==> src/rtl/dphy_rx_word_aligner.sv <==
// D-PHY HS receive word aligner: hunts the sync byte across two deserialized words,
// locks the bit offset and emits byte-aligned payload with SoT/EoT/error strobes.
module dphy_rx_word_aligner #(
   parameter logic [7:0]  g_sync_byte    = 8'hB8,
   parameter int unsigned g_hunt_timeout = 16
) (
   input  logic       clk_word_i,
   input  logic       rst_n_a_i,
   input  logic       en_i,
   input  logic [7:0] raw_i,
   output logic [7:0] q_o,
   output logic       valid_o,
   output logic       sot_o,
   output logic       sot_err_o,
   output logic       eot_o,
   output logic       locked_o,
   output logic [2:0] shift_o
);

   typedef enum logic [1:0] {S_IDLE, S_HUNT, S_LOCKED, S_FAIL} state_t;

   localparam logic [7:0] HUNT_LAST = 8'(g_hunt_timeout - 1);

   state_t      state, state_nxt;
   logic [7:0]  cnt, cnt_nxt;
   logic [7:0]  word_p0, word_p1;
   logic [15:0] win;
   logic        hit;
   logic [2:0]  hit_s;
   logic [7:0]  q_nxt;
   logic        valid_nxt, sot_nxt, sot_err_nxt, eot_nxt;
   logic [2:0]  shift_nxt;

   // {hit, offset}; scanning downward lets the lowest matching offset win
   function automatic logic [3:0] find_sync(input logic [15:0] w);
      logic [3:0] res;
      res = 4'b0;
      for (int s = 7; s >= 0; s--) begin
         if (w[s +: 8] == g_sync_byte) res = {1'b1, 3'(s)};
      end
      return res;
   endfunction

   // stage p0/p1: two-word input pipe, flushed while the lane is not in HS mode
   always_ff @(posedge clk_word_i or negedge rst_n_a_i) begin
      if (!rst_n_a_i) begin
         word_p0 <= '0;
         word_p1 <= '0;
      end else if (!en_i) begin
         word_p0 <= '0;
         word_p1 <= '0;
      end else begin
         word_p1 <= word_p0;
         word_p0 <= raw_i;
      end
   end

   assign win          = {word_p0, word_p1};
   assign {hit, hit_s} = find_sync(win);
   assign locked_o     = (state == S_LOCKED);

   always_ff @(posedge clk_word_i or negedge rst_n_a_i) begin
      if (!rst_n_a_i) begin
         state     <= S_IDLE;
         cnt       <= '0;
         q_o       <= '0;
         valid_o   <= 1'b0;
         sot_o     <= 1'b0;
         sot_err_o <= 1'b0;
         eot_o     <= 1'b0;
         shift_o   <= '0;
      end else begin
         state     <= state_nxt;
         cnt       <= cnt_nxt;
         q_o       <= q_nxt;
         valid_o   <= valid_nxt;
         sot_o     <= sot_nxt;
         sot_err_o <= sot_err_nxt;
         eot_o     <= eot_nxt;
         shift_o   <= shift_nxt;
      end
   end

   always_comb begin
      state_nxt = state;
      cnt_nxt   = cnt;
      if (!en_i) begin
         state_nxt = S_IDLE;
      end else begin
         case (state)
            S_IDLE: begin
               state_nxt = S_HUNT;
               cnt_nxt   = '0;
            end
            S_HUNT: begin
               if (hit)                    state_nxt = S_LOCKED;
               else if (cnt == HUNT_LAST)  state_nxt = S_FAIL;
               else                        cnt_nxt   = cnt + 8'd1;
            end
            default: state_nxt = state;
         endcase
      end
   end

   // stage p2: registered payload and strobes
   always_comb begin
      q_nxt       = q_o;
      valid_nxt   = 1'b0;
      sot_nxt     = 1'b0;
      sot_err_nxt = 1'b0;
      eot_nxt     = 1'b0;
      shift_nxt   = shift_o;
      if (!en_i) begin
         eot_nxt = (state == S_LOCKED);
      end else begin
         case (state)
            S_HUNT: begin
               if (hit) begin
                  sot_nxt   = 1'b1;
                  shift_nxt = hit_s;
               end else if (cnt == HUNT_LAST) begin
                  sot_err_nxt = 1'b1;
               end
            end
            S_LOCKED: begin
               q_nxt     = win[shift_o +: 8];
               valid_nxt = 1'b1;
            end
            default: ;
         endcase
      end
   end

endmodule

==> config.mk <==
export PLATFORM = sky130hd
export DESIGN_NAME = dphy_rx_word_aligner
export DESIGN_NICKNAME = d
export VERILOG_FILES = /design/src/rtl/dphy_rx_word_aligner.sv
export SDC_FILE = /design/constraint.sdc
export NUM_CORES = 1
export LEC_CHECK = 0
export BUFFER_PORTS_ARGS = -buffer_cell sky130_fd_sc_hd__buf_4
export CAP_MARGIN = 20
export CORE_ASPECT_RATIO = 0.6
export CORE_MARGIN = 4
export CORE_UTILIZATION = 55
export DETAILED_ROUTE_END_ITERATION = 7
export GPL_TIMING_DRIVEN = 0
export PLACE_DENSITY = 0.86
export SETUP_SLACK_MARGIN = 0.2
export SLEW_MARGIN = 15
export SYNTH_ARGS = -nofsm -noshare
export SYNTH_HDL_FRONTEND = slang
export SYNTH_SLANG_ARGS = --single-unit
==> constraint.sdc <==
create_clock -name clk_word_i -period 2.16 [get_ports clk_word_i]
set_input_delay 0.432 -clock clk_word_i [delete_from_list [all_inputs] [get_ports clk_word_i]]
set_output_delay 0.432 -clock clk_word_i [all_outputs]
set_load 0.05 [all_outputs]
## Word-level counts from Yosys, hierarchy flattened

Cells that the tools add are included.
Widths: inputs -> output; s select.

- Reduce and logical (&&, ||, !) cells: 6
- Shift operators: 1
- Muxes and demuxes: 27
- Equality and inequality tests: 15
- Add/subtract/negate cells: 1

Operators with widths:

| kind | count |
|---|---|
| $eq 8x8->1 const B | 8 |
| $mux 4 | 8 |
| $mux 8 | 4 |
| $pmux 8 s2 | 1 |
| $shiftx 16x4->8 | 1 |
| $mux 1 | 10 |
| $add 8x1->8 const B | 1 |
| $eq 8x4->1 const B | 1 |
| $mux 2 | 3 |
| $ne 2x2->1 const B | 2 |
| $ne 4x4->1 const B | 1 |
| $pmux 2 s2 | 1 |
| $reduce_and 2->1 | 2 |
| $reduce_and 4->1 | 1 |
| $ne 3x1->1 const B | 1 |
| $reduce_and 3->1 | 1 |
| $eq 2x1->1 const B | 1 |
| $eq 2x2->1 const B | 1 |
| $logic_not 2->1 | 1 |
| $reduce_bool 2->1 | 1 |

- Output and inout bits: 16
- Flip-flop bits (word level): 41
- Bits of input ports: 11
- Word-level logic and storage cells: 60

## Logic depth before layout (Yosys ltp)

- Word-level depth: 12
- Mapped depth: 7
- Gate-level depth less buffers: 6

## Worst setup path after synthesis

No wires, ideal clock.

- Path type: flip-flop to flip-flop
- Start: register shift_o[0]
- End: register q_o[2]
- Library setup time: 0.078 ns
- Path buffers: 2
- Stages on the path, launching flop included: 6
- Data required time: 2.082 ns
- Data arrival time: 1.837 ns
- Path slack: 0.246 ns
- Period minus slack after synthesis: 1.914 ns
- Cells stage by stage: dfrtp_1 > buf_2 > buf_2 > mux2i_1 > mux4_2 > o21ai_1

- Word-level cells in the longest chain between the ends: 1

Ends and longest elaborated chain:

| item | line | source |
|---|---|---|
| start: declaration | 17 | `output logic [2:0] shift_o` |
| start signal: assignment | 80 | `shift_o <= shift_nxt;` |
| $shiftx 16x4->8 | 126 | `q_nxt = win[shift_o +: 8];` |
| end signal: assignment | 75 | `q_o <= q_nxt;` |
| end: declaration | 11 | `output logic [7:0] q_o,` |

Every way passes these cells.
A chain may end at the register's enable or synchronous reset.

## Worst setup path after layout

- Start: register word_p0[1]
- End: register cnt[7]

- Word-level cells in the longest chain between the ends: 11
- Elaborated cells between the ends (all ways): 16
- Classes of those cells: eq/ne (7); mux (8); reduce/logical (1)

Ends and longest elaborated chain:

| item | line | source |
|---|---|---|
| start: declaration | 26 | `logic [7:0] word_p0, word_p1;` |
| start signal: assignment | 54 | `word_p0 <= raw_i;` |
| $eq 8x8->1 | 39 | `if (w[s +: 8] == g_sync_byte) res = {1'b1, 3'(s)};` |
| $mux 4 (5 in series) | 39 |  |
| $mux 4 (*) (3 in series) | 39 |  |
| $ne 2x2->1 (no line) (*) | -- |  |
| $reduce_and 4->1 (no line) (*) | -- |  |
| end signal: assignment | 74 | `cnt <= cnt_nxt;` |
| end: declaration | 25 | `logic [7:0] cnt, cnt_nxt;` |

Mark *: on every way between the ends. The rest lies on a longest branch, timed or not.

==> metrics <==
worst path bufs/invs=1; count leader, synth=dfrtp_1; IO buf count=26; f_max=540 MHz; crit path launch=word_p0[1]$_DFF_PN0_; 1st-iter DRT viols=126; htree depth=2; Final GP Congestion=0.941; DR vias=1596; Synth warnings=0; Post-synth EDFFs=0; Hold Fails Final Rpt=0; Req. time, crit path=2380 ps; reg2reg path depth=6; most instantiated cells after synthesis=41 x dfrtp_1, 16 x and2_1, 15 x mux2i_1; GRT Util Overall=0.190; Pleak=1.07 nW; crit path max-delay cell type=or4_1; final WL=4430 um; reg-to-reg critical path endpoint=cnt[7]$_DFFE_PN0P_; Bufs on Longest Clock Path=2; max_cap viols=0; r2r setup slk=310 ps; CP Cell Sequence=buf_2 > nor4bb_1 > o21ai_1 > nand4_2 > or4_1 > o211ai_1; post-synth net total=199; pin count of the biggest net entering global routing=42; Final Setup Violations=0; Arr. time, crit path=2070 ps; delay-heaviest family, CP=simple AND/OR/NAND/NOR gates; Mapped Cells=187; # IOs=27; CP max FO=9; worst r2r src=word_p0[1]$_DFF_PN0_; total CTS buffers=5; Vias/cell=5.89; mean area per synthesized cell=11.4 sq um; antenna cells=0; vias in the first global route=1409; CTS root buf=clkbuf_8; Yosys reg bits=41; antenna-violating nets left=0; CTS sink cnt=41; row count=17; Cell Area, Synth=0.00212 sq mm; Residual DRC=0; Die Wd=88.2 um; Max-slew headroom=0.603; layout net count=235; Cell Pwr Density=674 mW/mm^2; global-route wire length before repair=7190 um; RSZ-0062 raised after global routing=false; layout cells sized above 1=0.295; Core Area=0.00370 sq mm; overall power=1.73 mW; hold buffer count at cts=0; Layout area overhead=21.2%; full die area=0.00495 sq mm; stages on the worst setup path=6; CP endpoint=cnt[7]$_DFFE_PN0P_; Worst-Skew Late Latency=290 ps; Pre-antenna DRT Iters=4; Netlist cell types=43; total negative slack=0 ps; Final HPWL DP=3110 um; WS Path Type=reg -> reg; post-synth top area share=0.483; initial antenna violation count=0; Worst Skew=3.02 ps; Post-synth top flop=dfrtp_1; Synth area leader=dfrtp_1; Slew Limit Fails=0; CP peak stage delay=540 ps; Worst-Margin Slew=596 ps; final core occ=0.695; CTS tree=built; worst hold margin=98.1 ps; Initial Util=0.574; startpoint types=flip-flop; Hold Crit Class=in -> async; clk slew on worst S/H paths=80 ps; DR WL/cell=16.3 um; grt ovf=0; Final period util=0.857; ranking of synthesized cells by area=dfrtp_1 48%, mux4_2 8.5%, mux2i_1 7.1%; status=complete, no violations; die height=56.1 um; post-synthesis sequential area ratio=0.483; Post-synth ARST share=1.00; Setup crit end kind=flip-flop; Peak supply drop=494 uV; Min Clock Period, post-route=1850 ps
[registers in the layout, summed over array words and instances (netlist names)]
register / flops
cnt: 8
q_o: 8
word_p0: 8
word_p1: 8
shift_o: 3
state: 2
eot_o: 1
sot_err_o: 1
sot_o: 1
valid_o: 1
[placed cells by master (no fill, tap or decap), types with 2 or more instances in the layout]
| master | Yosys | routed |
|---|---|---|
| o21ai_1 | 12 | 12 |
| buf_2 | 4 | 3 |
| buf_4 | 0 | 29 |
| nor4bb_2 | 0 | 4 |
| mux2i_1 | 15 | 15 |
| dfrtp_1 | 41 | 36 |
| a31oi_1 | 4 | 4 |
| o311ai_1 | 3 | 2 |
| mux4_2 | 8 | 8 |
| or4_1 | 2 | 2 |
| a21oi_1 | 2 | 2 |
| a21o_1 | 2 | 2 |
| o31ai_1 | 3 | 3 |
| clkbuf_1 | 6 | 5 |
| or2_1 | 2 | 2 |
| dfrtp_2 | 0 | 5 |
| nor4bb_1 | 9 | 5 |
| nand3_1 | 9 | 9 |
| nand2_1 | 13 | 13 |
| o211ai_1 | 2 | 2 |
| and2_1 | 16 | 16 |
| nor2b_1 | 2 | 2 |
| clkbuf_8 | 0 | 6 |
| inv_1 | 8 | 8 |
| nor2_1 | 2 | 2 |
[logic make-up after synthesis]
logic type / count (synthesis) / share of synthesized area
simple gates: 68 / 0.207
flops: 41 / 0.483
compound gates: 34 / 0.107
mux: 24 / 0.161
buf+inv: 19 / 0.0359
fa+ha+maj: 1 / 0.00589
[what timing repair did]
action / in CTS / in global routing
gates resized for setup: 0 / 16
endpoints found under the setup margin: 0 / 10
buffers inserted: 0 / 3
[per-stage QoR]
stage / setup slack, ps / instance area, sq um / cells
floorplan: 246 / 2120 / 187
global placement: 243 / 2380 / 260
detailed placement: 217 / 2380 / 260
CTS: 213 / 2500 / 268
global route: 218 / 2570 / 271
finish: 308 / 2570 / 271
[worst min path at each step]
stage / start / endpoint
2_1_floorplan: rst_n_a_i / cnt[0]$_DFFE_PN0P_
3_3_place_gp: rst_n_a_i / cnt[7]$_DFFE_PN0P_
3_5_place_dp: rst_n_a_i / q_o[0]$_DFFE_PN0P_
4_1_cts: rst_n_a_i / q_o[2]$_DFFE_PN0P_
5_1_grt: rst_n_a_i / q_o[0]$_DFFE_PN0P_
6_report: rst_n_a_i / q_o[2]$_DFFE_PN0P_
[metal layers]
layer / up-vias / share of wire / GRT usage
li1: 767 / - / -
met1: 769 / 0.51 / 0.315
met2: 58 / 0.41 / 0.234
met3: 2 / 0.075 / 0.0547
met4: 0 / 0.0054 / 0.0539
met5: - / 0 / 0
[where the power goes]
group,internal [mW],switching (mW),leakage (nW)
Combinational,0.111,0.132,0.470
Clock,0.376,0.266,0.0574
Sequential,0.805,0.0441,0.545
[layout make-up]
| class | count | area, sq um |
|---|---|---|
| plain buffers | 10 | 50.0 |
| well taps | 47 | 58.8 |
| multi-input cells | 127 | 1060 |
| clock buffers | 6 | 82.6 |
| flip-flops and latches | 41 | 1030 |
| inverters | 9 | 33.8 |
| fillers | 282 | 1130 |
| repair buffers | 29 | 218 |
| clock inverters | 2 | 37.5 |
(Power assumes the default switching activity.)
